[src/rtl/tpu_mac_engine.sv]
// tpu_mac_engine: byte-stream N x N matrix multiply / multiply-accumulate.
// Loads A then B as little-endian, row-major elements over an 8-bit valid/ready
// input. Computes C = A*B or C += A*B with one saturating MAC per cycle, in
// i, j, k loop order. Streams C out as zero-extended, little-endian OB-byte
// elements over an 8-bit valid/ready output.
// Ports:
//   clk, rst            clock and synchronous active-high reset
//   start, accumulate   begin a load/compute run; accumulate selects C += A*B
//   clear               zero C and ovf
//   read_start          stream C out
//   in_data/in_valid/in_ready     input byte stream (ready only while loading)
//   out_data/out_valid/out_ready  output byte stream
//   busy, done, ovf     not idle, compute-finished pulse, sticky saturation flag
module tpu_mac_engine #(
    parameter int unsigned N  = 2,
    parameter int unsigned DW = 8,
    parameter int unsigned AW = 20
) (
    input  logic       clk,
    input  logic       rst,
    input  logic       start,
    input  logic       accumulate,
    input  logic       clear,
    input  logic       read_start,
    input  logic [7:0] in_data,
    input  logic       in_valid,
    output logic       in_ready,
    output logic [7:0] out_data,
    output logic       out_valid,
    input  logic       out_ready,
    output logic       busy,
    output logic       done,
    output logic       ovf
);
    localparam int unsigned BPE = DW / 8;
    localparam int unsigned OB  = (AW + 7) / 8;
    localparam int unsigned NE  = N * N;
    localparam int unsigned EW  = $clog2(NE);
    localparam int unsigned IW  = $clog2(N);
    localparam int unsigned BW  = $clog2(OB);
    localparam int unsigned PW  = 2 * DW;

    typedef enum logic [2:0] {
        S_IDLE,
        S_LOAD_A,
        S_LOAD_B,
        S_COMPUTE,
        S_OUTPUT
    } state_t;

    state_t          state_q, state_d;
    logic [DW-1:0]   a_q [NE];
    logic [DW-1:0]   a_d [NE];
    logic [DW-1:0]   b_q [NE];
    logic [DW-1:0]   b_d [NE];
    logic [AW-1:0]   c_q [NE];
    logic [AW-1:0]   c_d [NE];
    logic [EW-1:0]   elem_q, elem_d;
    logic [BW-1:0]   byte_q, byte_d;
    logic [IW-1:0]   i_q, i_d, j_q, j_d, k_q, k_d;
    logic            mode_acc_q, mode_acc_d;
    logic            in_ready_q, in_ready_d;
    logic            out_valid_q, out_valid_d;
    logic [7:0]      out_data_q, out_data_d;
    logic            busy_q, busy_d;
    logic            done_q, done_d;
    logic            ovf_q, ovf_d;

    logic            in_fire, out_fire, load_last, out_last;
    logic [EW-1:0]   a_idx, b_idx, c_idx, nxt_elem;
    logic [BW-1:0]   nxt_byte;
    logic [PW-1:0]   prod;
    logic [AW:0]     sum;
    logic [DW-1:0]   byte_mask, byte_val;
    logic [BW+2:0]   byte_sh;

    // Selects byte b of a C element zero-extended to OB bytes.
    function automatic logic [7:0] c_byte(input logic [AW-1:0] c, input logic [BW-1:0] b);
        logic [OB*8-1:0] ext;
        ext = (OB*8)'(c);
        return ext[{b, 3'b000} +: 8];
    endfunction

    assign in_fire   = in_valid & in_ready_q;
    assign out_fire  = out_valid_q & out_ready;
    assign load_last = (elem_q == EW'(NE - 1)) && (byte_q == BW'(BPE - 1));
    assign out_last  = (elem_q == EW'(NE - 1)) && (byte_q == BW'(OB - 1));

    // Datapath for one MAC step and byte insertion.
    assign a_idx     = EW'(i_q * N + k_q);
    assign b_idx     = EW'(k_q * N + j_q);
    assign c_idx     = EW'(i_q * N + j_q);
    assign prod      = PW'(a_q[a_idx]) * PW'(b_q[b_idx]);
    assign sum       = (AW+1)'(c_q[c_idx]) + (AW+1)'(prod);
    assign byte_sh   = {byte_q, 3'b000};
    assign byte_mask = DW'(8'hFF) << byte_sh;
    assign byte_val  = DW'(in_data) << byte_sh;
    assign nxt_elem  = (byte_q == BW'(OB - 1)) ? elem_q + EW'(1) : elem_q;
    assign nxt_byte  = (byte_q == BW'(OB - 1)) ? '0 : byte_q + BW'(1);

    // Next-state and datapath updates.
    always_comb begin
        state_d    = state_q;
        a_d        = a_q;
        b_d        = b_q;
        c_d        = c_q;
        elem_d     = elem_q;
        byte_d     = byte_q;
        i_d        = i_q;
        j_d        = j_q;
        k_d        = k_q;
        mode_acc_d = mode_acc_q;
        out_data_d = out_data_q;
        done_d     = 1'b0;
        ovf_d      = ovf_q;

        case (state_q)
            S_IDLE: begin
                if (clear) begin
                    for (int e = 0; e < NE; e++) c_d[e] = '0;
                    ovf_d = 1'b0;
                end else if (start) begin
                    mode_acc_d = accumulate;
                    elem_d     = '0;
                    byte_d     = '0;
                    state_d    = S_LOAD_A;
                end else if (read_start) begin
                    elem_d     = '0;
                    byte_d     = '0;
                    out_data_d = c_byte(c_q[0], '0);
                    state_d    = S_OUTPUT;
                end
            end
            S_LOAD_A, S_LOAD_B: begin
                if (in_fire) begin
                    if (state_q == S_LOAD_A)
                        a_d[elem_q] = (a_q[elem_q] & ~byte_mask) | byte_val;
                    else
                        b_d[elem_q] = (b_q[elem_q] & ~byte_mask) | byte_val;
                    if (load_last) begin
                        elem_d = '0;
                        byte_d = '0;
                        if (state_q == S_LOAD_A) begin
                            state_d = S_LOAD_B;
                        end else begin
                            i_d     = '0;
                            j_d     = '0;
                            k_d     = '0;
                            state_d = S_COMPUTE;
                        end
                    end else if (byte_q == BW'(BPE - 1)) begin
                        byte_d = '0;
                        elem_d = elem_q + EW'(1);
                    end else begin
                        byte_d = byte_q + BW'(1);
                    end
                end
            end
            S_COMPUTE: begin
                // First k term overwrites C unless accumulating into prior result.
                if (k_q == '0 && !mode_acc_q) begin
                    c_d[c_idx] = AW'(prod);
                end else if (sum[AW]) begin
                    c_d[c_idx] = '1;
                    ovf_d      = 1'b1;
                end else begin
                    c_d[c_idx] = sum[AW-1:0];
                end
                if (k_q == IW'(N - 1)) begin
                    k_d = '0;
                    if (j_q == IW'(N - 1)) begin
                        j_d = '0;
                        if (i_q == IW'(N - 1)) begin
                            i_d     = '0;
                            done_d  = 1'b1;
                            state_d = S_IDLE;
                        end else begin
                            i_d = i_q + IW'(1);
                        end
                    end else begin
                        j_d = j_q + IW'(1);
                    end
                end else begin
                    k_d = k_q + IW'(1);
                end
            end
            S_OUTPUT: begin
                if (out_fire) begin
                    if (out_last) begin
                        elem_d     = '0;
                        byte_d     = '0;
                        out_data_d = '0;
                        state_d    = S_IDLE;
                    end else begin
                        elem_d     = nxt_elem;
                        byte_d     = nxt_byte;
                        out_data_d = c_byte(c_q[nxt_elem], nxt_byte);
                    end
                end
            end
            default: state_d = S_IDLE;
        endcase

        // Handshake and status flags follow the state being entered.
        in_ready_d  = (state_d == S_LOAD_A) || (state_d == S_LOAD_B);
        out_valid_d = (state_d == S_OUTPUT);
        busy_d      = (state_d != S_IDLE);
    end

    // State and data registers.
    always_ff @(posedge clk) begin
        if (rst) begin
            state_q     <= S_IDLE;
            for (int e = 0; e < NE; e++) begin
                a_q[e] <= '0;
                b_q[e] <= '0;
                c_q[e] <= '0;
            end
            elem_q      <= '0;
            byte_q      <= '0;
            i_q         <= '0;
            j_q         <= '0;
            k_q         <= '0;
            mode_acc_q  <= 1'b0;
            in_ready_q  <= 1'b0;
            out_valid_q <= 1'b0;
            out_data_q  <= '0;
            busy_q      <= 1'b0;
            done_q      <= 1'b0;
            ovf_q       <= 1'b0;
        end else begin
            state_q     <= state_d;
            a_q         <= a_d;
            b_q         <= b_d;
            c_q         <= c_d;
            elem_q      <= elem_d;
            byte_q      <= byte_d;
            i_q         <= i_d;
            j_q         <= j_d;
            k_q         <= k_d;
            mode_acc_q  <= mode_acc_d;
            in_ready_q  <= in_ready_d;
            out_valid_q <= out_valid_d;
            out_data_q  <= out_data_d;
            busy_q      <= busy_d;
            done_q      <= done_d;
            ovf_q       <= ovf_d;
        end
    end

    assign in_ready  = in_ready_q;
    assign out_valid = out_valid_q;
    assign out_data  = out_data_q;
    assign busy      = busy_q;
    assign done      = done_q;
    assign ovf       = ovf_q;

endmodule

[config.mk]
export PLATFORM = sky130hd
export DESIGN_NAME = tpu_mac_engine
export DESIGN_NICKNAME = d
export VERILOG_FILES = /design/src/rtl/tpu_mac_engine.sv
export SDC_FILE = /design/constraint.sdc
export NUM_CORES = 1
export LEC_CHECK = 0
export CAP_MARGIN = 20
export CORE_MARGIN = 3
export CORE_UTILIZATION = 60
export CTS_CLUSTER_DIAMETER = 50
export DETAILED_ROUTE_END_ITERATION = 16
export PLACE_DENSITY = 0.77
export SYNTH_ARGS = -nofsm -noshare
export SYNTH_HDL_FRONTEND = slang
export SYNTH_SLANG_ARGS = --single-unit
[constraint.sdc]
create_clock -name clk -period 12.2 [get_ports clk]
set_clock_uncertainty 0.05 [all_clocks]
set_input_delay 2.44 -clock clk [delete_from_list [all_inputs] [get_ports clk]]
set_output_delay 2.44 -clock clk [all_outputs]
set_load 0.05 [all_outputs]
# After elaboration in Yosys (flattened, before gate mapping)
# Cells that the tools add are included.
# W data, S select, Z words.
[op_classes] n_addsub=9 mul=1 order_cmp=7 n_eq_ne=23 shift=3 muxes=82 bitwise_logic=18 reduce_logical=27
[op_table] operator="$mux W80" count=3
[op_table] operator="$bwmux W80" count=2
[op_table] operator="$pmux W80 S2" count=1
[op_table] operator="$mux W8" count=14
[op_table] operator="$mux W20" count=5
[op_table] operator="$bmux W20 S2" count=2
[op_table] operator="$or A80 B80 Y80" count=1
[op_table] operator="$bmux W8 S2" count=4
[op_table] operator="$bwmux W32" count=2
[op_table] operator="$demux W20 S2" count=1
[op_table] operator="$mux W2" count=15
[op_table] operator="$mux W3" count=10
[op_table] operator="$ne A2 B2 Y1 const B" count=12
[op_table] operator="$shiftx A24 B6 Y8" count=1
[op_table] operator="$add A20 B16 Y21" count=1
[op_table] operator="$and A8 B8 Y8" count=2
[op_table] operator="$demux W8 S2" count=1
[op_table] operator="$mul A8 B8 Y16" count=1
[op_table] operator="$or A8 B8 Y8" count=2
[op_table] operator="$pmux W8 S2" count=1
[op_table] operator="$ge A3 B3 Y1 const B" count=5
[op_table] operator="$not A2 Y3" count=5
[op_table] operator="$reduce_and A5 Y1" count=3
[op_table] operator="$mux W1" count=14
[op_table] operator="other kinds (30)" count=62
[totals] ff_bits=168 inputBits=16 out_inout_bits=13 word_cells=195

# Longest topological paths before layout
[logic_depth] ltp_word=11 mapped_depth=32

# Worst setup path after synthesis
# Ideal clock, no wire load.
[synth_path] path_type="reg-to-reg" startpoint="register j_q" endpoint="register c_q[27] (netlist bit)" setup_time_ps=132 arrival_ps=7088 required_ps=12018 slack_ps=4930 stages_incl_launch_ff=29 period_less_slack_ps=7270 path_cell_list="dfxtp_1 -> buf_2 -> buf_2 -> clkbuf_1 -> mux4_2 -> and2_1 -> fa_1 -> fa_1 -> fa_1 -> inv_1 -> fa_1 -> inv_1 -> ha_1 -> a41oi_1 -> a21boi_0 -> or2_2 -> a21oi_1 -> xnor2_1 -> ha_1 -> buf_2 -> a21oi_1 -> o21ai_0 -> a311oi_2 -> a21oi_1 -> buf_6 -> buf_4 -> a21o_1 -> a221oi_1 -> nor3_1"
[synth_via] elab_chain_cells=11 word_cells_on_any_way=23 cone_classes="3 x add/sub; 1 x mul; 2 x order compare; 13 x mux; 3 x bitwise; 1 x reduce/logical"
[synth_lines] item="start: declaration" line="60" rtl="logic [IW-1:0] i_q, i_d, j_q, j_d, k_q, k_d;"
[synth_lines] item="start signal: assignment" line="239" rtl="j_q <= j_d;"
[synth_lines] item="$add A2 B1 Y2" line="91" rtl="assign b_idx = EW'(k_q * N + j_q);"
[synth_lines] item="$not A2 Y3 (implied by the code)" line="93" rtl="assign prod = PW'(a_q[a_idx]) * PW'(b_q[b_idx]);"
[synth_lines] item="$bmux W8 S2" line="93"
[synth_lines] item="$mux W8 (implied by the code) (2 in a row)" line="93"
[synth_lines] item="$mul A8 B8 Y16" line="93"
[synth_lines] item="$add A20 B16 Y21" line="94" rtl="assign sum = (AW+1)'(c_q[c_idx]) + (AW+1)'(prod);"
[synth_lines] item="$bwmux W80" line="167" rtl="c_d[c_idx] = sum[AW-1:0];"
[synth_lines] item="$mux W80" line="163" rtl="end else if (sum[AW]) begin"
[synth_lines] item="$mux W80 (*)" line="161" rtl="if (k_q == '0 && !mode_acc_q) begin"
[synth_lines] item="$pmux W80 S2 (*)" line="117" rtl="case (state_q)"
[synth_lines] item="end signal: indexed assignment" line="217" rtl="c_q[e] <= '0;"
[synth_lines] item="end signal: assignment" line="235" rtl="c_q <= c_d;"
[synth_lines] item="end: declaration" line="56" rtl="logic [AW-1:0] c_q [NE];"
# Mark *: on every way between the ends. The rest lies on a longest branch, timed or not. The select of a mux whose other input is x is not followed.
# A chain may end at the register's enable or synchronous reset.

# Final worst setup path
[layout_path] startpoint="register k_q" endpoint="register c_q[52] (netlist bit)"
[layout_via] elab_chain_cells=11 word_cells_on_any_way=19 cone_classes="3 x add/sub; 1 x mul; 11 x mux; 3 x bitwise; 1 x reduce/logical"
[layout_lines] item="start: declaration" line="60"
[layout_lines] item="start signal: assignment" line="240" rtl="k_q <= k_d;"
[layout_lines] item="$add A2 B1 Y2, on equally long branches" line="90, 91"
[layout_lines] item="$not A2 Y3 (implied by the code)" line="93"
[layout_lines] item="$bmux W8 S2" line="93"
[layout_lines] item="$mux W8 (implied by the code) (2 in a row)" line="93"
[layout_lines] item="$mul A8 B8 Y16" line="93"
[layout_lines] item="$add A20 B16 Y21" line="94"
[layout_lines] item="$bwmux W80" line="167"
[layout_lines] item="$mux W80" line="163"
[layout_lines] item="$mux W80 (*)" line="161"
[layout_lines] item="$pmux W80 S2 (*)" line="117"
# Marks and branches as above.

==> impl_metrics.csv <==
group,metric,value,unit
yosys,yosysWarnings,0,
sta,hold_viol_final,0,
sta,min_period_over_period,68.6,%
floorplan,initial_core_util,61.8,%
sta,slew_viol_final,0,
clock_tree,cts_made_buffers,17,
routing,wire_per_inst,23.8,um
sta,rsz0062_at_grt,"no",
yosys,synth-async-reset-ratio,0,%
routing,first_pass_iters,8,
worst_setup_path,path_class,"register to register",
yosys,ys_types,70,
yosys,syn_nets,1546,
floorplan,die_y,151,um
global_route,track_usage,35.3,%
global_route,overflow,0,
clock_tree,cts_buffer_depth,2,
floorplan,die_w,151,um
clock_tree,cts_tree,"yes",
sta,max_slew_margin,23.4,%
clock_tree,cts_max_level,4,
hold_path,hold_path.class,"register to register",
routing,drt_iter0_markers,1727,
routing,drt-met1-wl,16.1,mm
pwr,power.density,100,nW/um^2
floorplan,rows,52,
placement,placed_cell_area,12900,um^2
routing,vias,11762,
routing,route.detailed.drc,0,
yosys,synth_edf_count,0,
worst_setup_path,critPathLaunchType,"register",
final_layout,n_fill_cell,1655,
clock_tree,postCtsHoldBufs,0,
sta,min_period,8.38,ns
routing,dr.max_layer_used,"met4",
final_layout,fin_area,13600,um^2
yosys,ys.flop_type,"dfxtp_1",
yosys,syn_area,12600,um^2
placement,dp_hpwl,26.9,mm
final_layout,finish.net_count,1504,
sta,max_freq,119,MHz
routing,dr_wl_met2,16.6,mm
clock_tree,post_cts_buffers,0,
sta,whs,0.427,ns
pwr,ir_worst_vdd,92.6,uV
routing,post_drt_via_cell_ratio,7.03,
global_route,grt_pass1_wl,62.3,mm
clock_tree,clock_sinks,168,
yosys,synth_seq_area_share,26.6,%
global_route,grt_max_degree,59,
final_layout,drive_gt1_share,10.2,%
sta,setup-violations-final,0,
sta,worstMarginPinSlew,1.15,ns
flow_run,cap_violations,0,
final_layout,diodes,0,
sta,setup_tns,0,ns
yosys,synth_seq_cells,168,
global_route,antenna_found_initial,0,
yosys,avgSynthCellArea,8.81,um^2
final_layout,area_delta_synth_final,7.82,%
placement,portBuffers,28,
clock_tree,insertion_delay,0.45,ns
floorplan,core,20400,um^2
worst_setup_path,crit_fanout,37,
floorplan,pin_count,29,
clock_tree,ctsRootBufferMaster,"clkbuf_16",
clock_tree,cts_resized,0,
worst_setup_path,arrival,8.63,ns
global_route,grt_pass1_vias,11069,
status,outcome,"completed",
yosys,syn_inst,1433,
worst_setup_path,cp.required,12.45,ns
routing,wl_met3,5.28,mm
clock_tree,clkTransAtPathRegs,0.08,ns
placement,place_congestion,1.00,
pwr,power.leakage,5.17,nW
worst_setup_path,cp-end-kind,"register",
floorplan,dieArea,22800,um^2
routing,ant_nets,0,
routing,routed_wirelength,39.8,mm
[routing by layer]
metal,vias up,global-route usage [%]
li1,5252,-
met1,5514,50.7
met2,828,50.3
met3,168,9.10
met4,0,14.9
met5,-,0
[synthesized netlist by cell type, types with 16 or more instances]
| master | count | area (um^2) |
|---|---|---|
| a211oi_1 | 82 | 616 |
| a21o_1 | 22 | 165 |
| a21oi_1 | 101 | 505 |
| a221oi_1 | 16 | 140 |
| a22oi_1 | 35 | 263 |
| and2_1 | 65 | 407 |
| buf_2 | 20 | 100 |
| clkbuf_1 | 74 | 278 |
| dfxtp_1 | 168 | 3360 |
| fa_1 | 37 | 741 |
| ha_1 | 60 | 751 |
| inv_1 | 60 | 225 |
| mux2i_1 | 36 | 360 |
| mux4_2 | 64 | 1440 |
| nand2_1 | 88 | 330 |
| nand3_1 | 22 | 110 |
| nor2_1 | 167 | 627 |
| nor3_1 | 19 | 95.1 |
| o21ai_0 | 76 | 380 |
| xnor2_1 | 16 | 140 |
[through the flow]
stage               power, mW  std cells  setup slack [ns]  utilization, %
floorplan               0.716       1433              4.93               -
global placement        0.776       1640              3.54            63.4
detailed placement      0.777       1640              3.61            63.4
CTS                      1.36       1672              3.59            66.5
global route             1.39       1674              3.56            66.6
finish                   1.37       1674              3.82            66.6
[where the power goes]
part | internal, mW | switching (mW) | total [mW]
clock | 0.286 | 0.308 | 0.594
sequential | 0.555 | 0.0110 | 0.566
combinational | 0.0661 | 0.141 | 0.207
total | 0.907 | 0.459 | 1.37
[registers in the layout, summed over array words and instances (netlist names)]
name / flops
c_q: 80
a_q: 32
b_q: 32
out_data: 8
state_q: 3
byte_q: 2
elem_q: 2
busy: 1
done: 1
i_q: 1
in_ready: 1
j_q: 1
k_q: 1
mode_acc_q: 1
out_valid: 1
ovf: 1
[cell usage in the layout, fill, tap and decap left out, drive strengths merged, types with 5 or more instances in the layout]
master,instances
nor2,168
dfxtp,168
a21oi,104
nand2,90
a211oi,82
o21ai,77
inv,68
and2,65
mux4,64
ha,60
fa,37
mux2i,36
a22oi,35
clkdlybuf4s50,27
nand3,22
a21o,22
buf,20
nor3,19
clkbuf,18
a221oi,16
xnor2,16
and3,12
a2bb2oi,12
a31oi,11
o2bb2ai,10
xor2,9
o211ai,9
nor2b,9
o31ai,9
o32ai,9
nand2b,8
nand4,7
a32oi,7
clkinv,7
or2,6
o22ai,6
o221ai,5
a32o,5
[final timing paths]
check | from | end | slack (ns) | cells past startpoint
hold / removal | c_q[54]$_SDFFE_PP0P_ | c_q[54]$_SDFFE_PP0P_ | 0.43 | 2
setup / recovery | k_q$_SDFFE_PP0P_ | c_q[52]$_SDFFE_PP0P_ | 3.82 | 24
hold reg to reg | c_q[54]$_SDFFE_PP0P_ | c_q[54]$_SDFFE_PP0P_ | 0.43 | 2
setup reg to reg | k_q$_SDFFE_PP0P_ | c_q[52]$_SDFFE_PP0P_ | 3.82 | 24
[cells by family (layout without fill, tap and decap cells)]
family                     count (synthesis)  count (layout)  share of synthesized area, %
AOI/OAI and AO/OA                        449             449                          24.2
and+or+nand+nor                          424             424                          15.7
buffers and inverters                    169             140                          5.50
DFF                                      168             168                          26.6
muxes                                    101             101                          14.4
adders and majority gates                 97              97                          11.8
xor gates and xnor gates                  25              25                          1.73
[critical path, stage by stage (launching register included)]
cell      delay (ns)
dfxtp_1         0.53
buf_16          0.21
mux4_2          0.61
and2_1          0.20
fa_1            0.51
fa_1            0.50
fa_1            0.49
inv_1           0.05
fa_1            0.47
inv_1           0.04
ha_1            0.35
a41oi_1         0.26
a21boi_0        0.15
or2_2           0.33
a21oi_1         0.20
xnor2_1         0.18
ha_1            0.38
a21oi_1         0.21
o21ai_0         0.13
a311oi_2        0.46
a21o_1          0.43
buf_4           0.42
o21ai_0         0.43
a31oi_1         0.44
o32ai_1         0.16
[layout make-up]
cell class	count	area (um^2)	area share (%)
Timing Repair Buffer	48	445	3.27
Clock inverter	15	209	1.54
Clock buffer	17	425	3.13
Sequential cell	168	3370	24.7
Inverter	60	225	1.65
Tap cell	270	338	2.48
Multi-Input combinational cell	1096	8600	63.2
Power figures use the tool's default switching activity.
